===== src/rtl/ptp_bridge_avmm_addr_router_if.sv =====
// ---------------------------------------------------------------------------
// ptp_bridge_avmm_addr_router_if
//
// Bundles the host-side Avalon-MM slave port and the fan-out channel ports of
// the PTP bridge address router.
//
// Host side:
//   avmm_address/read/write/writedata/byteenable   host -> router
//   avmm_waitrequest/readdata/readdatavalid/response router -> host
// Channel side:
//   ch_address (NUM_CH lanes), ch_read, ch_write      router -> channels
//   ch_writedata, ch_byteenable (shared by all lanes) router -> channels
//   ch_readdata (NUM_CH lanes), ch_readdatavalid      channels -> router
//
// Modports:
//   slave  - the router itself
//   master - the environment (host plus channel endpoints)
// ---------------------------------------------------------------------------
interface ptp_bridge_avmm_addr_router_if #(
    parameter int unsigned NUM_CH     = 2,
    parameter int unsigned ADDR_WIDTH = 16,
    parameter int unsigned DATA_WIDTH = 32
);

    // Host port
    logic [ADDR_WIDTH-1:0]          avmm_address;
    logic                           avmm_read;
    logic                           avmm_write;
    logic [DATA_WIDTH-1:0]          avmm_writedata;
    logic [DATA_WIDTH/8-1:0]        avmm_byteenable;
    logic                           avmm_waitrequest;
    logic [DATA_WIDTH-1:0]          avmm_readdata;
    logic                           avmm_readdatavalid;
    logic [1:0]                     avmm_response;

    // Channel ports
    logic [NUM_CH*ADDR_WIDTH-1:0]   ch_address;
    logic [NUM_CH-1:0]              ch_read;
    logic [NUM_CH-1:0]              ch_write;
    logic [DATA_WIDTH-1:0]          ch_writedata;
    logic [DATA_WIDTH/8-1:0]        ch_byteenable;
    logic [NUM_CH*DATA_WIDTH-1:0]   ch_readdata;
    logic [NUM_CH-1:0]              ch_readdatavalid;

    modport slave (
        input  avmm_address,
        input  avmm_read,
        input  avmm_write,
        input  avmm_writedata,
        input  avmm_byteenable,
        output avmm_waitrequest,
        output avmm_readdata,
        output avmm_readdatavalid,
        output avmm_response,
        output ch_address,
        output ch_read,
        output ch_write,
        output ch_writedata,
        output ch_byteenable,
        input  ch_readdata,
        input  ch_readdatavalid
    );

    modport master (
        output avmm_address,
        output avmm_read,
        output avmm_write,
        output avmm_writedata,
        output avmm_byteenable,
        input  avmm_waitrequest,
        input  avmm_readdata,
        input  avmm_readdatavalid,
        input  avmm_response,
        input  ch_address,
        input  ch_read,
        input  ch_write,
        input  ch_writedata,
        input  ch_byteenable,
        output ch_readdata,
        output ch_readdatavalid
    );

endinterface


===== src/rtl/ptp_bridge_avmm_addr_router.sv =====
// ---------------------------------------------------------------------------
// ptp_bridge_avmm_addr_router
//
// Routes single Avalon-MM host accesses to one of NUM_CH downstream channel
// windows. One command is in flight at a time; the host is held off with
// waitrequest whenever the router is not idle.
//
//   IDLE    accept a command (read wins if read and write are both set)
//   ISSUE   one-cycle read/write pulse on the selected channel
//   WAIT_RD wait for the selected channel's readdatavalid, bounded by
//           TIMEOUT_CYCLES
//   RESP    one-cycle readdatavalid to the host
//
// Ports:
//   clk, rst_n      clock, asynchronous active-low reset
//   bus             host + channel signals (slave modport of the interface;
//                   its NUM_CH/ADDR_WIDTH/DATA_WIDTH must match this module)
//   unmapped_cnt    saturating count of accesses that hit no window
//   timeout_cnt     saturating count of read timeouts
//
// Responses: 00 OKAY, 10 SLVERR (timeout), 11 DECODEERROR (unmapped read).
// ---------------------------------------------------------------------------
module ptp_bridge_avmm_addr_router #(
    parameter int unsigned                   NUM_CH         = 2,
    parameter int unsigned                   ADDR_WIDTH     = 16,
    parameter int unsigned                   DATA_WIDTH     = 32,
    parameter logic [NUM_CH*ADDR_WIDTH-1:0]  CH_BASE        = {16'h8238, 16'h8218},
    parameter logic [NUM_CH*ADDR_WIDTH-1:0]  CH_SPAN        = {16'h0020, 16'h0020},
    parameter int unsigned                   TIMEOUT_CYCLES = 64,
    parameter logic [DATA_WIDTH-1:0]         ERR_RDATA      = 32'hDEADBEEF
) (
    input  logic                                clk,
    input  logic                                rst_n,
    ptp_bridge_avmm_addr_router_if.slave        bus,
    output logic [15:0]                         unmapped_cnt,
    output logic [15:0]                         timeout_cnt
);

    localparam int unsigned BeWidth  = DATA_WIDTH / 8;
    localparam int unsigned SelWidth = (NUM_CH > 1) ? $clog2(NUM_CH) : 1;
    localparam int unsigned TmoWidth = $clog2(TIMEOUT_CYCLES + 1);
    // Counter value seen on the last allowed WAIT_RD cycle.
    localparam logic [TmoWidth-1:0] TmoLast = TmoWidth'(TIMEOUT_CYCLES - 1);

    localparam logic [1:0] RespOkay   = 2'b00;
    localparam logic [1:0] RespSlvErr = 2'b10;
    localparam logic [1:0] RespDecErr = 2'b11;

    typedef enum logic [1:0] {
        StIdle,
        StIssue,
        StWaitRd,
        StResp
    } state_e;

    state_e                 state_q, state_d;
    logic [ADDR_WIDTH-1:0]  addr_q, addr_d;
    logic [DATA_WIDTH-1:0]  wdata_q, wdata_d;
    logic [BeWidth-1:0]     be_q, be_d;
    logic                   is_read_q, is_read_d;
    logic                   hit_q, hit_d;
    logic [SelWidth-1:0]    sel_q, sel_d;
    logic [TmoWidth-1:0]    tmo_q, tmo_d;
    logic [DATA_WIDTH-1:0]  rdata_q, rdata_d;
    logic [1:0]             resp_q, resp_d;
    logic [15:0]            unm_cnt_q, unm_cnt_d;
    logic [15:0]            tmo_cnt_q, tmo_cnt_d;

    function automatic logic [15:0] sat_inc(input logic [15:0] v);
        return (v == 16'hFFFF) ? v : v + 16'd1;
    endfunction

    // -----------------------------------------------------------------------
    // Address decode on the live host address. Bounds are widened by one bit
    // so that base + span never wraps; an empty span matches nothing.
    // -----------------------------------------------------------------------
    logic [ADDR_WIDTH:0]    addr_ext;
    logic [NUM_CH-1:0]      win_hit;
    logic                   dec_hit;
    logic [SelWidth-1:0]    dec_sel;

    assign addr_ext = {1'b0, bus.avmm_address};

    for (genvar g = 0; g < NUM_CH; g++) begin : g_win
        localparam logic [ADDR_WIDTH:0] Lo = {1'b0, CH_BASE[g*ADDR_WIDTH +: ADDR_WIDTH]};
        localparam logic [ADDR_WIDTH:0] Hi = Lo + {1'b0, CH_SPAN[g*ADDR_WIDTH +: ADDR_WIDTH]};
        assign win_hit[g] = (addr_ext >= Lo) && (addr_ext < Hi);
    end

    // Scan from the top down so the lowest matching index is the one kept.
    always_comb begin
        dec_hit = 1'b0;
        dec_sel = '0;
        for (int i = int'(NUM_CH) - 1; i >= 0; i--) begin
            if (win_hit[i]) begin
                dec_hit = 1'b1;
                dec_sel = SelWidth'(i);
            end
        end
    end

    // -----------------------------------------------------------------------
    // Selected-channel read return; valids from other channels are masked.
    // -----------------------------------------------------------------------
    logic                   sel_valid;
    logic [DATA_WIDTH-1:0]  sel_rdata;

    always_comb begin
        sel_valid = 1'b0;
        sel_rdata = '0;
        for (int i = 0; i < int'(NUM_CH); i++) begin
            if (hit_q && (sel_q == SelWidth'(i))) begin
                sel_valid = bus.ch_readdatavalid[i];
                sel_rdata = bus.ch_readdata[i*DATA_WIDTH +: DATA_WIDTH];
            end
        end
    end

    // -----------------------------------------------------------------------
    // Channel command outputs: only the selected lane is driven, only in ISSUE.
    // -----------------------------------------------------------------------
    logic                           issue_hit;
    logic [NUM_CH-1:0]              ch_read_vec;
    logic [NUM_CH-1:0]              ch_write_vec;
    logic [NUM_CH*ADDR_WIDTH-1:0]   ch_addr_vec;

    assign issue_hit = (state_q == StIssue) && hit_q;

    always_comb begin
        ch_read_vec  = '0;
        ch_write_vec = '0;
        ch_addr_vec  = '0;
        for (int i = 0; i < int'(NUM_CH); i++) begin
            if (issue_hit && (sel_q == SelWidth'(i))) begin
                ch_read_vec[i]  = is_read_q;
                ch_write_vec[i] = !is_read_q;
                ch_addr_vec[i*ADDR_WIDTH +: ADDR_WIDTH] =
                    addr_q - CH_BASE[i*ADDR_WIDTH +: ADDR_WIDTH];
            end
        end
    end

    assign bus.ch_read       = ch_read_vec;
    assign bus.ch_write      = ch_write_vec;
    assign bus.ch_address    = ch_addr_vec;
    assign bus.ch_writedata  = wdata_q;
    assign bus.ch_byteenable = be_q;

    // -----------------------------------------------------------------------
    // Next-state logic
    // -----------------------------------------------------------------------
    always_comb begin
        state_d   = state_q;
        addr_d    = addr_q;
        wdata_d   = wdata_q;
        be_d      = be_q;
        is_read_d = is_read_q;
        hit_d     = hit_q;
        sel_d     = sel_q;
        tmo_d     = tmo_q;
        rdata_d   = rdata_q;
        resp_d    = resp_q;
        unm_cnt_d = unm_cnt_q;
        tmo_cnt_d = tmo_cnt_q;

        unique case (state_q)
            StIdle: begin
                if (bus.avmm_read || bus.avmm_write) begin
                    addr_d    = bus.avmm_address;
                    wdata_d   = bus.avmm_writedata;
                    be_d      = bus.avmm_byteenable;
                    is_read_d = bus.avmm_read;
                    hit_d     = dec_hit;
                    sel_d     = dec_sel;
                    state_d   = StIssue;
                end
            end

            StIssue: begin
                tmo_d = '0;
                if (!hit_q) begin
                    unm_cnt_d = sat_inc(unm_cnt_q);
                    if (is_read_q) begin
                        rdata_d = ERR_RDATA;
                        resp_d  = RespDecErr;
                        state_d = StResp;
                    end else begin
                        state_d = StIdle;
                    end
                end else if (!is_read_q) begin
                    state_d = StIdle;
                end else if (sel_valid) begin
                    // Channel answered in the same cycle as the pulse.
                    rdata_d = sel_rdata;
                    resp_d  = RespOkay;
                    state_d = StResp;
                end else begin
                    state_d = StWaitRd;
                end
            end

            StWaitRd: begin
                // A valid on the terminal cycle still counts as a good read.
                if (sel_valid) begin
                    rdata_d = sel_rdata;
                    resp_d  = RespOkay;
                    state_d = StResp;
                end else if (tmo_q == TmoLast) begin
                    rdata_d   = ERR_RDATA;
                    resp_d    = RespSlvErr;
                    tmo_cnt_d = sat_inc(tmo_cnt_q);
                    state_d   = StResp;
                end else begin
                    tmo_d = tmo_q + 1'b1;
                end
            end

            StResp: begin
                state_d = StIdle;
            end

            default: begin
                state_d = StIdle;
            end
        endcase
    end

    // -----------------------------------------------------------------------
    // State registers
    // -----------------------------------------------------------------------
    always_ff @(posedge clk or negedge rst_n) begin
        if (!rst_n) begin
            state_q   <= StIdle;
            addr_q    <= '0;
            wdata_q   <= '0;
            be_q      <= '0;
            is_read_q <= 1'b0;
            hit_q     <= 1'b0;
            sel_q     <= '0;
            tmo_q     <= '0;
            rdata_q   <= '0;
            resp_q    <= RespOkay;
            unm_cnt_q <= '0;
            tmo_cnt_q <= '0;
        end else begin
            state_q   <= state_d;
            addr_q    <= addr_d;
            wdata_q   <= wdata_d;
            be_q      <= be_d;
            is_read_q <= is_read_d;
            hit_q     <= hit_d;
            sel_q     <= sel_d;
            tmo_q     <= tmo_d;
            rdata_q   <= rdata_d;
            resp_q    <= resp_d;
            unm_cnt_q <= unm_cnt_d;
            tmo_cnt_q <= tmo_cnt_d;
        end
    end

    // -----------------------------------------------------------------------
    // Host outputs; read data and response are zeroed outside RESP.
    // -----------------------------------------------------------------------
    logic in_resp;

    assign in_resp                = (state_q == StResp);
    assign bus.avmm_waitrequest   = (state_q != StIdle);
    assign bus.avmm_readdatavalid = in_resp;
    assign bus.avmm_readdata      = in_resp ? rdata_q : '0;
    assign bus.avmm_response      = in_resp ? resp_q : RespOkay;

    assign unmapped_cnt = unm_cnt_q;
    assign timeout_cnt  = tmo_cnt_q;

endmodule


===== src/flat_wrapper.sv =====
// flat-port wrapper written by rule: the top's interface ports become plain ports
module ptp_bridge_avmm_addr_router_flat 
#(
    parameter int unsigned                   NUM_CH         = 2,
    parameter int unsigned                   ADDR_WIDTH     = 16,
    parameter int unsigned                   DATA_WIDTH     = 32,
    parameter logic [NUM_CH*ADDR_WIDTH-1:0]  CH_BASE        = {16'h8238, 16'h8218},
    parameter logic [NUM_CH*ADDR_WIDTH-1:0]  CH_SPAN        = {16'h0020, 16'h0020},
    parameter int unsigned                   TIMEOUT_CYCLES = 64,
    parameter logic [DATA_WIDTH-1:0]         ERR_RDATA      = 32'hDEADBEEF
)
  (clk, rst_n, unmapped_cnt, timeout_cnt, bus_avmm_address, bus_avmm_read, bus_avmm_write, bus_avmm_writedata, bus_avmm_byteenable, bus_avmm_waitrequest, bus_avmm_readdata, bus_avmm_readdatavalid, bus_avmm_response, bus_ch_address, bus_ch_read, bus_ch_write, bus_ch_writedata, bus_ch_byteenable, bus_ch_readdata, bus_ch_readdatavalid);
  ptp_bridge_avmm_addr_router_if #(.NUM_CH(NUM_CH), .ADDR_WIDTH(ADDR_WIDTH), .DATA_WIDTH(DATA_WIDTH)) bus_i ();
  input  logic clk;
  input  logic rst_n;
  output logic [15:0] unmapped_cnt;
  output logic [15:0] timeout_cnt;
  input wire logic [$bits(bus_i.avmm_address)-1:0] bus_avmm_address;
  input wire logic [$bits(bus_i.avmm_read)-1:0] bus_avmm_read;
  input wire logic [$bits(bus_i.avmm_write)-1:0] bus_avmm_write;
  input wire logic [$bits(bus_i.avmm_writedata)-1:0] bus_avmm_writedata;
  input wire logic [$bits(bus_i.avmm_byteenable)-1:0] bus_avmm_byteenable;
  output wire logic [$bits(bus_i.avmm_waitrequest)-1:0] bus_avmm_waitrequest;
  output wire logic [$bits(bus_i.avmm_readdata)-1:0] bus_avmm_readdata;
  output wire logic [$bits(bus_i.avmm_readdatavalid)-1:0] bus_avmm_readdatavalid;
  output wire logic [$bits(bus_i.avmm_response)-1:0] bus_avmm_response;
  output wire logic [$bits(bus_i.ch_address)-1:0] bus_ch_address;
  output wire logic [$bits(bus_i.ch_read)-1:0] bus_ch_read;
  output wire logic [$bits(bus_i.ch_write)-1:0] bus_ch_write;
  output wire logic [$bits(bus_i.ch_writedata)-1:0] bus_ch_writedata;
  output wire logic [$bits(bus_i.ch_byteenable)-1:0] bus_ch_byteenable;
  input wire logic [$bits(bus_i.ch_readdata)-1:0] bus_ch_readdata;
  input wire logic [$bits(bus_i.ch_readdatavalid)-1:0] bus_ch_readdatavalid;
  assign bus_i.avmm_address = bus_avmm_address;
  assign bus_i.avmm_read = bus_avmm_read;
  assign bus_i.avmm_write = bus_avmm_write;
  assign bus_i.avmm_writedata = bus_avmm_writedata;
  assign bus_i.avmm_byteenable = bus_avmm_byteenable;
  assign bus_avmm_waitrequest = bus_i.avmm_waitrequest;
  assign bus_avmm_readdata = bus_i.avmm_readdata;
  assign bus_avmm_readdatavalid = bus_i.avmm_readdatavalid;
  assign bus_avmm_response = bus_i.avmm_response;
  assign bus_ch_address = bus_i.ch_address;
  assign bus_ch_read = bus_i.ch_read;
  assign bus_ch_write = bus_i.ch_write;
  assign bus_ch_writedata = bus_i.ch_writedata;
  assign bus_ch_byteenable = bus_i.ch_byteenable;
  assign bus_i.ch_readdata = bus_ch_readdata;
  assign bus_i.ch_readdatavalid = bus_ch_readdatavalid;
  ptp_bridge_avmm_addr_router #(.NUM_CH(NUM_CH), .ADDR_WIDTH(ADDR_WIDTH), .DATA_WIDTH(DATA_WIDTH), .CH_BASE(CH_BASE), .CH_SPAN(CH_SPAN), .TIMEOUT_CYCLES(TIMEOUT_CYCLES), .ERR_RDATA(ERR_RDATA)) u_core (.clk(clk), .rst_n(rst_n), .bus(bus_i), .unmapped_cnt(unmapped_cnt), .timeout_cnt(timeout_cnt));
endmodule

===== config.mk =====
export PLATFORM = sky130hd
export DESIGN_NAME = ptp_bridge_avmm_addr_router_flat
export DESIGN_NICKNAME = d
export VERILOG_FILES = /design/src/rtl/ptp_bridge_avmm_addr_router_if.sv /design/src/rtl/ptp_bridge_avmm_addr_router.sv /design/src/flat_wrapper.sv
export SDC_FILE = /design/constraint.sdc
export NUM_CORES = 1
export LEC_CHECK = 0
export ABC_AREA = 1
export ABC_CLOCK_PERIOD_IN_PS = 2100
export CAP_MARGIN = 10
export CELL_PAD_IN_SITES_DETAIL_PLACEMENT = 1
export CELL_PAD_IN_SITES_GLOBAL_PLACEMENT = 2
export CORE_ASPECT_RATIO = 0.5
export CORE_MARGIN = 5
export CORE_UTILIZATION = 34
export DETAILED_ROUTE_END_ITERATION = 6
export DONT_BUFFER_PORTS = 1
export PLACE_DENSITY_LB_ADDON = 0.15
export SKIP_LAST_GASP = 1
export SYNTH_ARGS = -nofsm -noshare
export SYNTH_HDL_FRONTEND = slang
export SYNTH_SLANG_ARGS = --single-unit

===== constraint.sdc =====
create_clock -name clk -period 2.1 [get_ports clk]
set_clock_uncertainty 0.2 [all_clocks]
set_input_delay 0.21 -clock clk [delete_from_list [all_inputs] [get_ports clk]]
set_output_delay 0.21 -clock clk [all_outputs]
set_load 0.005 [all_outputs]

==> results_dict.tcl <==
set metrics [dict create \
    status "finished with violations" \
    violations "negative hold slack, negative setup slack" \
    fp.dieH_microns 115 \
    syn-cell-area_sq_mm 0.00747 \
    yosys.area.top_type "dfrtp_1" \
    ioPinCount 262 \
    vias 7643 \
    syn_area_per_cell_sq_um 6.96 \
    use_met1 0.263 \
    period_needed_ns 2.11 \
    r2r_setup_slack_ns 0.14 \
    drt_iter0_drc 406 \
    worst_pin_slew_ns 0.499 \
    clkPwrFrac 0.221 \
    max_cap_violations 0 \
    placementRows 38 \
    port_buffers 0 \
    setup_violations 2 \
    end_kind "output pin" \
    grt_util_met2 0.375 \
    grt_max_degree 131 \
    overflow 0 \
    synth_nets 1202 \
    p_int_mw 7.40 \
    clock_sinks 130 \
    crit_fanout 4 \
    setup_ws_ns -0.0120 \
    final_core_util 0.477 \
    synth_top_family_by_area "simple AND/OR/NAND/NOR gates" \
    rsz0062_at_grt "yes" \
    nNetsFinal 1359 \
    wl_microns 27900 \
    path_class "reg2out" \
    drv_slew 0 \
    ys_top_cells_by_area "dfrtp_1 (44%), nand2_1 (24%), inv_1 (4.9%), nand3_1 (4.8%), nor2_1 (4.1%)" \
    busiest_layer "met2" \
    fin_crit_sh 1.01 \
    synth-xor-area-share 0.0199 \
    tritoncts "yes" \
    muxShareOfSynthArea 0.00134 \
    drive_above_1_share 0.164 \
    synth-compound-area-share 0.0518 \
    initial_core_util 0.345 \
    ys_seq_area_frac 0.436 \
    cts_buffers 17 \
    p_sw_frac 0.449 \
    dpl_worst_slack_ns -0.0125 \
    vias_per_cell 4.96 \
    total_power_mw 13.4 \
    drc 0 \
    antenna_cells 0 \
    timing.hold.ws_ns -0.728 \
    ant_nets 0 \
    p_switching_mw 6.02 \
    yosysTopAreaCellShare 0.436 \
    dr.pass1.iters 4 \
    max_slew_margin 0.664 \
    hp-class "in2async" \
    insertion_delay_ns 0.44 \
    ir_drop_mv 0.712 \
    power.leakage_nw 5.06 \
    antenna_found_initial 0 \
    wl_per_cell_microns 18.1 \
    cts-root-buf "clkbuf_16" \
    p_comb_frac 0.457 \
    synth_cell_types 33 \
    synthSimpleGateAreaFrac 0.393 \
    cts_max_level 4 \
    grt_first_pass_wirelength_microns 43900 \
    max_freq_mhz 473 \
    finalHoldViolations 130 \
    ys_seq_elements 130 \
    gp_congestion 0.781 \
    powerDensity_mw_per_mm2 1300 \
    arrival_ns 1.70 \
    synth_adder_area_share 0.0134 \
    dieArea_sq_mm 0.0252 \
    syn_inst 1072 \
    grtUsageMet3 0.0710 \
    cts_hold_buffers 118 \
    grt_pass1_vias 8203 \
    r2r_cells 10 \
    worstReg2RegEnd "u_core.rdata_q[12]" \
    grt_usage 0.219 \
    hpwlAfterDp_microns 17800 \
    yosys_warnings 0 \
    area_growth_syn_to_layout_pct 38.3 \
    clockBufferDepth 2 \
    die_w_microns 220 \
    path_clk_slew_ns 0.06 \
    tns_ns -0.0136 \
    start_kind "register" \
    cp.required_ns 1.69 \
    seq_power_share 0.322 \
    core_sq_mm 0.0216 \
]
[sequential cells by signal, summed over array words and instances, names as in the netlist, named ones only]
register                  cells
u_core.tmo_q                  7
u_core.state_q                1
u_core.bus.ch_byteenable      4
u_core.hit_q                  1
u_core.timeout_cnt           16
u_core.addr_q                16
u_core.rdata_q               32
u_core.resp_q                 2
u_core.sel_q                  1
u_core.is_read_q              1
u_core.unmapped_cnt          16
u_core.bus.ch_writedata      32
[power by group through the flow]
stage	Clock, mW	Sequential (mW)	Combinational, mW
after floorplan	0	4.01	3.48
after global placement	0	4.31	4.41
after detailed placement	0	4.31	4.61
after CTS	3.05	4.32	5.30
after global routing	3.18	4.44	6.83
final	2.96	4.32	6.14
[final cells by class]
| cell class | count | area [sq um] |
|---|---|---|
| fill | 2649 | 11300 |
| clock inverter | 15 | 149 |
| timing repair inverter | 1 | 7.51 |
| multi-input combinational | 798 | 3980 |
| inverter | 105 | 408 |
| sequential | 130 | 3270 |
| tap | 300 | 375 |
| clock buffer | 17 | 425 |
| timing repair buffer | 176 | 1710 |
[layout by cell type (no fill, tap or decap), drive strengths merged, types with 3 or more instances in the layout]
master / Yosys / final
inv: 105 / 111
buf: 26 / 58
ha: 8 / 8
dlygate4sd3: 0 / 118
o21ai: 38 / 38
nand4: 37 / 37
xor2: 5 / 5
clkinvlp: 0 / 4
nand2: 495 / 495
nor3: 3 / 3
nand3: 75 / 75
xnor2: 12 / 12
a21oi: 19 / 19
nor2: 89 / 89
a22o: 8 / 8
dfrtp: 130 / 130
clkinv: 0 / 5
clkbuf: 13 / 17
[metal layers]
metal	wire [microns]	up-vias	share of wire
li1	-	3674	-
met1	11900	3764	0.42
met2	13800	161	0.49
met3	1700	44	0.061
met4	594	0	0.021
met5	0	-	0
[synthesized netlist by cell type]
cell type    n
a22o_1       8
inv_2        7
nand2_2      7
a31oi_1      2
buf_2       14
nor3b_1      1
a21oi_2      1
nor2_1      82
a21oi_1     18
nor2_2       4
nor2_4       3
dfrtp_1    130
xor2_1       5
nand3_1     71
clkbuf_1    13
o21bai_1     1
mux2i_1      1
o21a_1       1
nand3b_1     2
buf_12       1
nand3_2      4
buf_6        5
nand4_1     35
o21ai_0     38
buf_4        6
ha_1         8
nand4_2      2
nand2_1    487
xnor2_1     12
inv_1       98
nand2_4      1
nor4_1       1
nor3_1       3
[worst max path at each step]
stage	startpoint	to	slack, ns	cells past startpoint
detailed placement	u_core.state_q[0]	u_core.rdata_q[29]	-0.01	9
finish	u_core.addr_q[3]	bus_ch_address[11]	-0.01	7
CTS	u_core.addr_q[4]	bus_ch_address[11]	-0.02	8
global route	register	bus_ch_address[22]	-0.10	6
floorplan	u_core.state_q[0]	u_core.timeout_cnt[13]	0.37	9
global placement	u_core.addr_q[3]	bus_ch_address[15]	0.08	6
[logic make-up (layout without fill, tap and decap cells)]
logic type | after synthesis | after routing
AND/OR/NAND/NOR | 703 | 703
AO/OA/AOI/OAI | 69 | 69
adder cells (fa/ha/maj) | 8 | 8
multiplexers | 1 | 1
buffers and inverters | 144 | 314
flip-flops | 130 | 130
XOR/XNOR | 17 | 17
[per-stage QoR]
step / std cells / instance area, sq um
floorplan: 1072 / 7470
global placement: 1357 / 7840
detailed placement: 1357 / 7840
CTS: 1520 / 9880
global route: 1542 / 10300
finish: 1542 / 10300
[timing repair]
action / CTS / global route
buffers inserted: 13 / 21
gates resized for setup: 62 / 75
cloned: 0 / 1
endpoints found under the hold margin: 219 / 130
pin swaps: 11 / 30
endpoints found under the setup margin: 43 / 76
[worst max-delay path: stages, from the launching register on]
cell and delay (ns):
dfrtp_2 0.44, ha_4 0.19, nor2_4 0.14, nand2_2 0.09
nand2_4 0.11, nand2_4 0.06, nor2_1 0.18, nor2_4 0.05
Note: power is estimated with default switching activity, not from simulation.
